`config.mk`:
```
export PLATFORM = sky130hd
export DESIGN_NAME = hazard_ctrl_flat
export DESIGN_NICKNAME = d
export VERILOG_FILES = /design/src/rtl/hazard_ctrl_if.sv /design/src/rtl/hazard_ctrl.sv /design/src/flat_wrapper.sv
export SDC_FILE = /design/constraint.sdc
export NUM_CORES = 1
export LEC_CHECK = 0
export ABC_AREA = 1
export ABC_CLOCK_PERIOD_IN_PS = 1200
export CAP_MARGIN = 40
export CORE_UTILIZATION = 62
export DETAILED_ROUTE_END_ITERATION = 10
export DONT_BUFFER_PORTS = 1
export GPL_ROUTABILITY_DRIVEN = 0
export GPL_TIMING_DRIVEN = 0
export PLACE_DENSITY = 0.81
export SLEW_MARGIN = 10
export SYNTH_ARGS = -nofsm -noshare
export SYNTH_HDL_FRONTEND = slang
export SYNTH_SLANG_ARGS = --single-unit
```
`constraint.sdc`:
```
create_clock -name clk -period 1.2 [get_ports clk]
set_input_delay 0.18 -clock clk [delete_from_list [all_inputs] [get_ports clk]]
set_output_delay 0.18 -clock clk [all_outputs]
set_load 0.05 [all_outputs]
```
`src/rtl/hazard_ctrl_if.sv`:
```
// Pipeline <-> hazard controller signal bundle: register indices and write/load/branch
// qualifiers from the pipeline, stall/flush/forward/mul-div controls back to it.
interface hazard_ctrl_if;
  logic [4:0] rs1_D;
  logic [4:0] rs2_D;
  logic [4:0] rs1_E;
  logic [4:0] rs2_E;
  logic [4:0] rd_E;
  logic [4:0] rd_M;
  logic [4:0] rd_W;
  logic       RegWrite_M;
  logic       RegWrite_W;
  logic       MemRead_E;
  logic       PCSrc_E;
  logic       MulDiv_E;
  logic       StallF;
  logic       StallD;
  logic       FlushD;
  logic       StallE;
  logic       FlushE;
  logic       FlushM;
  logic [1:0] ForwardA_E;
  logic [1:0] ForwardB_E;
  logic       md_start;
  logic       md_done;

  // Pipeline side: supplies hazard sources, consumes controls.
  modport master (
    output rs1_D, rs2_D, rs1_E, rs2_E, rd_E, rd_M, rd_W,
           RegWrite_M, RegWrite_W, MemRead_E, PCSrc_E, MulDiv_E,
    input  StallF, StallD, FlushD, StallE, FlushE, FlushM,
           ForwardA_E, ForwardB_E, md_start, md_done
  );

  modport slave (
    input  rs1_D, rs2_D, rs1_E, rs2_E, rd_E, rd_M, rd_W,
           RegWrite_M, RegWrite_W, MemRead_E, PCSrc_E, MulDiv_E,
    output StallF, StallD, FlushD, StallE, FlushE, FlushM,
           ForwardA_E, ForwardB_E, md_start, md_done
  );
endinterface

```
`src/rtl/hazard_ctrl.sv`:
```
// Hazard/forwarding controller and mul/div sequencer for the 5-stage pipeline.
// Optional saturating performance counters are enabled by defining HAZARD_PERF_CNT_EN.
module hazard_ctrl #(
  parameter int MD_LATENCY = 32,
  parameter int CNT_W      = 6
) (
  input  logic         clk,
  input  logic         reset,
  hazard_ctrl_if.slave hz
`ifdef HAZARD_PERF_CNT_EN
  ,
  output logic [31:0]  lw_stall_cnt,
  output logic [31:0]  md_stall_cnt,
  output logic [31:0]  flush_cnt
`endif
);

  typedef enum logic [1:0] {IDLE = 2'd0, BUSY = 2'd1, DONE = 2'd2} state_t;

  state_t           state, state_nxt;
  logic [CNT_W-1:0] cnt, cnt_nxt;
  logic             md_stall;
  logic             lw_stall;

  // x0 is never forwarded; MEM result is newer than WB so it wins.
  function automatic logic [1:0] fwd_sel(input logic [4:0] rs,
                                         input logic       wr_m, input logic [4:0] rd_m,
                                         input logic       wr_w, input logic [4:0] rd_w);
    if (wr_m && rd_m != 5'd0 && rd_m == rs)      return 2'b10;
    else if (wr_w && rd_w != 5'd0 && rd_w == rs) return 2'b01;
    else                                         return 2'b00;
  endfunction

  always_ff @(posedge clk or posedge reset) begin
    if (reset) begin
      state <= IDLE;
      cnt   <= '0;
    end else begin
      state <= state_nxt;
      cnt   <= cnt_nxt;
    end
  end

  always_comb begin
    state_nxt = state;
    cnt_nxt   = cnt;
    case (state)
      IDLE: if (hz.MulDiv_E) begin
        state_nxt = BUSY;
        cnt_nxt   = CNT_W'(MD_LATENCY - 1);
      end
      BUSY: begin
        cnt_nxt = cnt - CNT_W'(1);
        if (cnt == CNT_W'(1)) state_nxt = DONE;
      end
      // The finished op is still in EX here, so MulDiv_E must not re-trigger.
      DONE:    state_nxt = IDLE;
      default: state_nxt = IDLE;
    endcase
  end

  always_comb begin
    hz.md_start = (state == IDLE) && hz.MulDiv_E;
    hz.md_done  = (state == DONE);
    md_stall    = hz.md_start || (state == BUSY);
  end

  always_comb begin
    lw_stall = hz.MemRead_E && (hz.rd_E != 5'd0) &&
               ((hz.rd_E == hz.rs1_D) || (hz.rd_E == hz.rs2_D));
    hz.StallF     = lw_stall | md_stall;
    hz.StallD     = lw_stall | md_stall;
    hz.StallE     = md_stall;
    hz.FlushM     = md_stall;
    // The held mul/div instruction in EX must never be flushed.
    hz.FlushE     = (lw_stall | hz.PCSrc_E) & ~md_stall;
    hz.FlushD     = hz.PCSrc_E & ~md_stall;
    hz.ForwardA_E = fwd_sel(hz.rs1_E, hz.RegWrite_M, hz.rd_M, hz.RegWrite_W, hz.rd_W);
    hz.ForwardB_E = fwd_sel(hz.rs2_E, hz.RegWrite_M, hz.rd_M, hz.RegWrite_W, hz.rd_W);
  end

`ifdef HAZARD_PERF_CNT_EN
  function automatic logic [31:0] sat_inc(input logic [31:0] v, input logic en);
    if (en && v != 32'hFFFF_FFFF) return v + 32'd1;
    else                          return v;
  endfunction

  always_ff @(posedge clk or posedge reset) begin
    if (reset) begin
      lw_stall_cnt <= '0;
      md_stall_cnt <= '0;
      flush_cnt    <= '0;
    end else begin
      lw_stall_cnt <= sat_inc(lw_stall_cnt, lw_stall & ~md_stall);
      md_stall_cnt <= sat_inc(md_stall_cnt, md_stall);
      flush_cnt    <= sat_inc(flush_cnt, hz.FlushD);
    end
  end
`endif

endmodule

```
`src/flat_wrapper.sv`:
```
// flat-port wrapper written by rule: the top's interface ports become plain ports
module hazard_ctrl_flat 
#(
  parameter int MD_LATENCY = 32,
  parameter int CNT_W      = 6
)
  (clk, reset, hz_rs1_D, hz_rs2_D, hz_rs1_E, hz_rs2_E, hz_rd_E, hz_rd_M, hz_rd_W, hz_RegWrite_M, hz_RegWrite_W, hz_MemRead_E, hz_PCSrc_E, hz_MulDiv_E, hz_StallF, hz_StallD, hz_FlushD, hz_StallE, hz_FlushE, hz_FlushM, hz_ForwardA_E, hz_ForwardB_E, hz_md_start, hz_md_done);
  hazard_ctrl_if hz_i ();
  input  logic clk;
  input  logic reset;
  input wire logic [$bits(hz_i.rs1_D)-1:0] hz_rs1_D;
  input wire logic [$bits(hz_i.rs2_D)-1:0] hz_rs2_D;
  input wire logic [$bits(hz_i.rs1_E)-1:0] hz_rs1_E;
  input wire logic [$bits(hz_i.rs2_E)-1:0] hz_rs2_E;
  input wire logic [$bits(hz_i.rd_E)-1:0] hz_rd_E;
  input wire logic [$bits(hz_i.rd_M)-1:0] hz_rd_M;
  input wire logic [$bits(hz_i.rd_W)-1:0] hz_rd_W;
  input wire logic [$bits(hz_i.RegWrite_M)-1:0] hz_RegWrite_M;
  input wire logic [$bits(hz_i.RegWrite_W)-1:0] hz_RegWrite_W;
  input wire logic [$bits(hz_i.MemRead_E)-1:0] hz_MemRead_E;
  input wire logic [$bits(hz_i.PCSrc_E)-1:0] hz_PCSrc_E;
  input wire logic [$bits(hz_i.MulDiv_E)-1:0] hz_MulDiv_E;
  output wire logic [$bits(hz_i.StallF)-1:0] hz_StallF;
  output wire logic [$bits(hz_i.StallD)-1:0] hz_StallD;
  output wire logic [$bits(hz_i.FlushD)-1:0] hz_FlushD;
  output wire logic [$bits(hz_i.StallE)-1:0] hz_StallE;
  output wire logic [$bits(hz_i.FlushE)-1:0] hz_FlushE;
  output wire logic [$bits(hz_i.FlushM)-1:0] hz_FlushM;
  output wire logic [$bits(hz_i.ForwardA_E)-1:0] hz_ForwardA_E;
  output wire logic [$bits(hz_i.ForwardB_E)-1:0] hz_ForwardB_E;
  output wire logic [$bits(hz_i.md_start)-1:0] hz_md_start;
  output wire logic [$bits(hz_i.md_done)-1:0] hz_md_done;
  assign hz_i.rs1_D = hz_rs1_D;
  assign hz_i.rs2_D = hz_rs2_D;
  assign hz_i.rs1_E = hz_rs1_E;
  assign hz_i.rs2_E = hz_rs2_E;
  assign hz_i.rd_E = hz_rd_E;
  assign hz_i.rd_M = hz_rd_M;
  assign hz_i.rd_W = hz_rd_W;
  assign hz_i.RegWrite_M = hz_RegWrite_M;
  assign hz_i.RegWrite_W = hz_RegWrite_W;
  assign hz_i.MemRead_E = hz_MemRead_E;
  assign hz_i.PCSrc_E = hz_PCSrc_E;
  assign hz_i.MulDiv_E = hz_MulDiv_E;
  assign hz_StallF = hz_i.StallF;
  assign hz_StallD = hz_i.StallD;
  assign hz_FlushD = hz_i.FlushD;
  assign hz_StallE = hz_i.StallE;
  assign hz_FlushE = hz_i.FlushE;
  assign hz_FlushM = hz_i.FlushM;
  assign hz_ForwardA_E = hz_i.ForwardA_E;
  assign hz_ForwardB_E = hz_i.ForwardB_E;
  assign hz_md_start = hz_i.md_start;
  assign hz_md_done = hz_i.md_done;
  hazard_ctrl #(.MD_LATENCY(MD_LATENCY), .CNT_W(CNT_W)) u_core (.clk(clk), .reset(reset), .hz(hz_i));
endmodule
```
==> out/results.tsv, run 1 <==
stage	metric	value	unit
status	haltStage	5_1_grt	
global_route	grt_usage	67.1	%
clock_network	ctsRootBufferMaster	clkbuf_4	
global_route	grt-ovfl-total	28	
synthesis	synth_top_area_cell	dfrtp_1	
placement	place_area	1100	um^2
placement	io_buffers	0	
synthesis	syn_nets	195	
synthesis	synthTopCellsByArea	dfrtp_1, nand2_1, xnor2_1, inv_1, nor2_1	
clock_network	cts_buffers	3	
timing	grt-worst-endpoint	hz_FlushD	
status	status	aborted with a tool error	
clock_network	cts_sinks	8	
clock_network	htreeDepth	1	
synthesis	yosysWarnings	0	
die	io_pins	54	
die	die_width	41.3	um
clock_network	cts_buffer_depth	2	
synthesis	syn_avg_cell_area	6.33	um^2
synthesis	ys_seq_area_share	20.9	%
die	start_util	70.0	%
global_route	grt_max_degree	9	
synthesis	ys_ff_latch	8	
synthesis	syn_area	956	um^2
timing	worst-ep-kind	output port	
synthesis	yosysUniqueCellTypes	22	
die	row_count	13	
status	error	[ERROR GRT-0232] Routing congestion too high. Check the congestion heatmap in the GUI.	
placement	hpwl	1.94	mm
synthesis	synth_top_area_share	20.9	%
synthesis	synth_cells	151	
die	die_h	41.3	um
-- stage by stage --
step           setup WS (ns)  setup TNS (ns)  cells  hold slack, ns  util, %
3_5_place_dp          -0.219           -1.26    166          0.0278     80.7
2_1_floorplan         -0.130          -0.649    151        -0.00434        -
3_3_place_gp          -0.190           -1.11    166          0.0249     80.7
4_1_cts               -0.401           -2.70    172           0.298     91.2
-- routing by layer --
| layer | GRT usage (%) | GRT overflow |
|---|---|---|
| met1 | 57.6 | 0 |
| met2 | 99.6 | 21 |
| met4 | 82.3 | 7 |
| met5 | 0 | 0 |
| met3 | 35.9 | 0 |
-- logic make-up after synthesis --
logic type	after synthesis	synth area share, %
xor+xnor	22	20.2
fa+ha+maj	2	2.62
buf+inv	28	11.8
compound gates	11	6.68
simple gates	80	37.8
flops	8	20.9
-- what timing repair did --
item | 4_1_cts
resized for setup | 18
hold buffers | 1
hold endpoints to repair | 8
pin swaps | 11
setup buffers | 2
setup endpoints to repair | 14
-- synth_stat cells --
master	instances
nor2_2	1
a32oi_1	1
o22ai_1	1
nor2_4	1
nand2_2	4
nor2_1	23
o21ai_2	1
buf_4	2
o21ai_1	2
nand3_1	7
xnor2_1	15
xor2_1	7
inv_2	2
dfrtp_1	8
ha_1	2
nand4_1	3
inv_1	24
o21ai_0	4
nand3_2	1
nor3_2	3
nand2_1	37
a21oi_1	2
==> run 2: changes to the inputs <==
Settings changed: CORE_AREA set to 2 2 63 65, CORE_UTILIZATION 62 to unset, DIE_AREA set to 0 0 65 67, PLACE_DENSITY 0.81 to unset, PLACE_DENSITY_LB_ADDON set to 0.15.
==> out/results.tsv, run 2 <==
stage	metric	value	unit
status	status	complete, but fails checks	
status	violations	setup timing	
timing	rsz0062_at_grt	yes	
global_route	grt_util_met2	18.9	%
placement	hpwl	1.98	mm
power	ir_worst_vdd	0.000482	V
global_route	top_usage_layer	met2	
routing	antenna_left	0	
placement	io_buffers	0	
routing	drtIter0Drc	31	
final_layout	reg_top3	u_core.cnt x6, u_core.state x2	
die	io_pins	54	
die	dieArea	4360	um^2
setup_path	criticalPathCategory	flop to output pin	
timing	slew_violations	0	
global_route	antenna_found_initial	0	
synthesis	syn_nets	195	
power	power_density	1710	nW/um^2
run	drv_cap	0	
final_layout	fin_nets	204	
routing	firstDrtPassIters	5	
synthesis	yosysWarnings	0	
global_route	grt_max_degree	9	
timing	period_share	131	%
setup_path	cp-end-kind	output pin	
timing	fin_crit	1.58	ns
synthesis	synth_cells	151	
die	die_width	65	um
final_layout	synthToLayoutAreaGrowth	47.5	%
clock_network	clk_latency	0.23	ns
hold_path	holdCritPathClass	input pin to asynchronous set/reset pin	
synthesis	syn_avg_cell_area	6.33	um^2
clock_network	ctsRootBufferMaster	clkbuf_8	
timing	skew	0.00217	ns
timing	max_slew.worst_pin.slew	0.898	ns
timing	setup_ws	-0.375	ns
synthesis	ys_ff_latch	8	
setup_path	crit_fanout	4	
timing	hold_violations	0	
synthesis	ys_seq_area_share	20.9	%
global_route	grt_pass1_wl	3.80	mm
synthesis	synth_top_area_share	20.9	%
synthesis	asyncSetResetFlopFracSynth	100	%
synthesis	synth_edf_count	0	
die	design.core.area	3610	um^2
global_route	grt_usage	11.4	%
timing	max_freq	635	MHz
timing	maxSlewHeadroom	39.9	%
setup_path	arrival	1.40	ns
routing	vias	902	
synthesis	synthTopCellsByCount	nand2_1, inv_1, nor2_1	
global_route	use_met1	14.3	%
final_layout	final_common_cell	nand2_1	
final_layout	n_antenna_cell	0	
routing	via_per_inst	4.38	
final_layout	top_register	u_core.cnt	
synthesis	yosysMostFrequentCell	nand2_1	
power	leakage	0.650	nW
synthesis	yosysUniqueCellTypes	22	
clock_network	cts_sinks	8	
final_layout	largest_reg_flops	6	
clock_network	path_clk_slew	0.04	ns
clock_network	cts_buffers	3	
synthesis	syn_area	956	um^2
synthesis	synth_top_area_cell	dfrtp_1	
clock_network	htreeDepth	1	
final_layout	final_cell_mix	nand2_1, inv_1, nor2_1	
routing	routed_wl	2.34	mm
synthesis	synth_flop_cell	dfrtp_1	
die	die_h	67	um
setup_path	crit_required	1.02	ns
global_route	grt_pass1_vias	904	
final_layout	drive_above_1_share	28.5	%
synthesis	synthTopCellsByArea	dfrtp_1, nand2_1, xnor2_1, inv_1, nor2_1	
global_route	use_met3	1.69	%
clock_network	cts_buffer_depth	2	
timing	setup_viol	16	
clock_network	tritoncts	yes	
placement	place_ws	-0.211	ns
routing	route.detailed.wl_per_inst	11.4	um
die	row_count	22	
routing	drc	0	
setup_path	worstSetupStartpointType	flop	
final_layout	final_cell_count_no_fill	206	
die	start_util	26.5	%
placement	dpl.cell_count	199	
global_route	grt-ovfl-total	0	
[run 2: where the power goes]
group | internal [mW] | switching (mW)
combinational | 0.566 | 1.01
clock | 0.217 | 0.101
sequential | 0.401 | 0.118
[run 2: routing by layer]
| metal | vias to the layer above | part of all wire (%) |
|---|---|---|
| met1 | 395 | 40 |
| met3 | 0 | 6.3 |
| met4 | 0 | 0 |
| met2 | 32 | 54 |
| li1 | 475 | - |
| met5 | - | 0 |
[run 2: path summary, 6_finish.rpt]
check | startpoint | to | slack [ns] | cells past startpoint
worst max-delay path | u_core.state[0]$_DFFE_PP0P_ | hz_FlushD | -0.38 | 6
worst min-delay path | reset | u_core.cnt[0]$_DFFE_PP0P_ | 0.34 | 2
worst max register to register | u_core.state[0]$_DFFE_PP0P_ | u_core.cnt[5]$_DFFE_PP0P_ | -0.09 | 8
worst min register to register | u_core.cnt[0]$_DFFE_PP0P_ | u_core.cnt[0]$_DFFE_PP0P_ | 0.51 | 1
max in group asynchronous | reset | u_core.state[0]$_DFFE_PP0P_ | 0.60 | 2
min in group clk | hz_MulDiv_E | u_core.cnt[3]$_DFFE_PP0P_ | 0.43 | 4
[run 2: worst max-delay path, stage by stage, from the launching register on]
cell        delay, ns
dfrtp_2          0.43
nor2_2           0.11
nand2_2          0.10
nand2_8          0.16
inv_8            0.06
nand2_8          0.07
clkinvlp_4       0.23
[run 2: logic make-up after synthesis]
family	Yosys count	share of synthesized area [%]
fa+ha+maj	2	2.62
xor+xnor	22	20.2
simple gates	80	37.8
buf+inv	28	11.8
flops	8	20.9
compound gates	11	6.68
[run 2: per-stage QoR]
| stage | area [um^2] | total power [mW] | hold WS, ns | setup TNS (ns) | util [%] |
|---|---|---|---|---|---|
| 6_report | 1410 | 2.41 | 0.342 | -2.60 | 39.1 |
| 3_3_place_gp | 1140 | 1.84 | 0.0404 | -1.33 | 31.7 |
| 3_5_place_dp | 1140 | 1.85 | 0.0393 | -1.33 | 31.7 |
| 4_1_cts | 1330 | 2.36 | 0.330 | -2.59 | 36.8 |
| 5_1_grt | 1410 | 2.61 | 0.372 | -3.43 | 39.1 |
| 2_1_floorplan | 1080 | 1.70 | -0.00434 | -0.649 | - |
[run 2: timing repair]
item                                    CTS  global route
hold endpoints to repair                  8             0
resized for setup                        20            11
endpoints found under the setup margin   16            18
pin swaps                                11             6
hold buffers                              1             0
buffers inserted                          2             1
[run 2: layout make-up]
cell class,count,area (um^2)
plain buffers,2,22.5
clock buffers,3,41.3
fillers,374,2200
inverters,26,121
multi-input cells,115,927
flip-flops and latches,8,201
well taps,48,60.1
repair buffers,4,36.3
(Power assumes the default switching activity.)
==> run 3: changes to the inputs <==
Settings changed: CORE_AREA 2 2 63 65 to 4 4 65 67, DIE_AREA 0 0 65 67 to 0 0 69 71.
==> out/results.tsv, run 3 (synthesis gave the netlist of run 2 again) <==
stage	metric	value	unit
setup_path	arrival	1.39	ns
status	violations	setup timing	
final_layout	n_antenna_cell	0	
placement	io_buffers	0	
routing	via_per_inst	4.48	
die	die_width	69	um
timing	setup_viol	10	
final_layout	drive_above_1_share	30.4	%
setup_path	cp-end-kind	output pin	
setup_path	max_stage_delay	0.43	ns
global_route	grt_pass1_wl	4.00	mm
final_layout	largest_reg_flops	6	
final_layout	final_common_cell	nand2_1	
power	ir_worst_vdd	0.000512	V
die	die_h	71	um
clock_network	htreeDepth	1	
die	start_util	26.3	%
clock_network	cts_sinks	8	
setup_path	worstSetupStartpointType	flop	
clock_network	tritoncts	yes	
routing	route.detailed.wl_per_inst	11.7	um
global_route	antenna_found_initial	0	
placement	hpwl	2.12	mm
global_route	grt-ovfl-total	0	
timing	hold_violations	0	
final_layout	postLayoutCoreUtil	37.7	%
timing	maxSlewHeadroom	56.2	%
timing	max_freq	639	MHz
die	dieArea	4900	um^2
die	design.core.area	3630	um^2
final_layout	reg_top3	u_core.cnt x6, u_core.state x2	
routing	drc	0	
routing	antenna_left	0	
final_layout	final_cell_mix	nand2_1, inv_1, nor2_1	
global_route	grt_max_degree	9	
routing	drtIter0Drc	35	
die	io_pins	54	
timing	rsz0062_at_grt	yes	
power	leakage	0.659	nW
clock_network	ctsRootBufferMaster	clkbuf_8	
power	power	2.48	mW
placement	place_ws	-0.219	ns
final_layout	fin_nets	207	
setup_path	crit_required	1.02	ns
timing	max_slew.worst_pin.slew	0.655	ns
timing	fin_tns_setup	-1.91	ns
clock_network	cts_buffer_depth	2	
hold_path	holdCritPathClass	input pin to flop	
timing	skew	0.00183	ns
timing	setup_ws	-0.365	ns
status	status	complete, but fails checks	
clock_network	path_clk_slew	0.04	ns
timing	period_share	130	%
routing	firstDrtPassIters	4	
clock_network	clk_latency	0.23	ns
die	row_count	22	
setup_path	crit_fanout	4	
setup_path	crit_slowest_cell	dfrtp_2	
final_layout	top_register	u_core.cnt	
routing	routed_wl	2.45	mm
setup_path	crit_top_cell	nand2_8	
final_layout	synthToLayoutAreaGrowth	43.2	%
clock_network	cts_buffers	3	
setup_path	criticalPathCategory	flop to output pin	
power	power_density	1810	nW/um^2
setup_path	path_cells	nor2_2 > nand2_2 > nand2_8 > inv_8 > nand2_8 > clkinvlp_4	
timing	fin_crit	1.57	ns
global_route	grt_pass1_vias	948	
timing	slew_violations	0	
run	drv_cap	0	
global_route	grt_usage	9.93	%
routing	vias	937	
-- run 3: cell count changes in the layout (fill, tap and decap cells not counted), moves of 2 or more --
cell	before	now
buf_4	3	6
xnor2_2	2	7
nand3_2	3	1
nand3_1	5	7
xnor2_4	8	3
-- run 3: path summary, 6_finish.rpt --
path	to	cells after the start	from	slack, ns
setup reg to reg	u_core.cnt[1]$_DFFE_PP0P_	6	u_core.state[0]$_DFFE_PP0P_	-0.03
min in group asynchronous	u_core.cnt[5]$_DFFE_PP0P_	2	reset	0.35
max in group asynchronous	u_core.state[0]$_DFFE_PP0P_	2	reset	0.60
hold reg to reg	u_core.cnt[0]$_DFFE_PP0P_	1	u_core.cnt[0]$_DFFE_PP0P_	0.50
setup / recovery	hz_FlushD	6	u_core.state[0]$_DFFE_PP0P_	-0.37
hold / removal	u_core.cnt[3]$_DFFE_PP0P_	3	hz_MulDiv_E	0.32
-- run 3: final cells by class --
class,count,area [um^2]
fill,402,2260
multi-input combinational,115,863
sequential,8,201
inverter,26,121
tap,48,60.1
timing repair buffer,7,58.8
clock buffer,3,41.3
buffer,2,22.5
-- run 3: power breakdown --
group / switching, mW / internal (mW)
sequential: 0.117 / 0.402
clock: 0.0996 / 0.217
combinational: 1.03 / 0.616
-- run 3: through the flow --
| stage | hold slack, ns | area [um^2] | instances |
|---|---|---|---|
| final | 0.317 | 1370 | 209 |
| after global routing | 0.336 | 1370 | 209 |
| after detailed placement | 0.0332 | 1150 | 200 |
| after floorplan | -0.00434 | 1080 | 151 |
| after global placement | 0.0365 | 1140 | 199 |
| after CTS | 0.318 | 1320 | 206 |
-- run 3: repair_timing --
item,CTS,global route
pin swaps,10,6
endpoints found under the hold margin,8,0
endpoints found under the setup margin,14,15
setup buffers,2,3
hold buffers,1,0
gates resized for setup,19,7
-- run 3: worst max-delay path, delay by kind of cell (launching register included) --
family	cells	cell delay [ns]
AND/OR/NAND/NOR	4	0.43
buffers and inverters	2	0.29
flip-flops	1	0.43
-- run 3: routing by layer --
layer / vias to the layer above / GRT usage [%] / share of wire [%]
met5: - / 0 / 0
met4: 0 / 5.21 / 2.0
met3: 5 / 2.84 / 7.5
met2: 33 / 18.8 / 51
met1: 416 / 9.80 / 39
li1: 483 / - / -
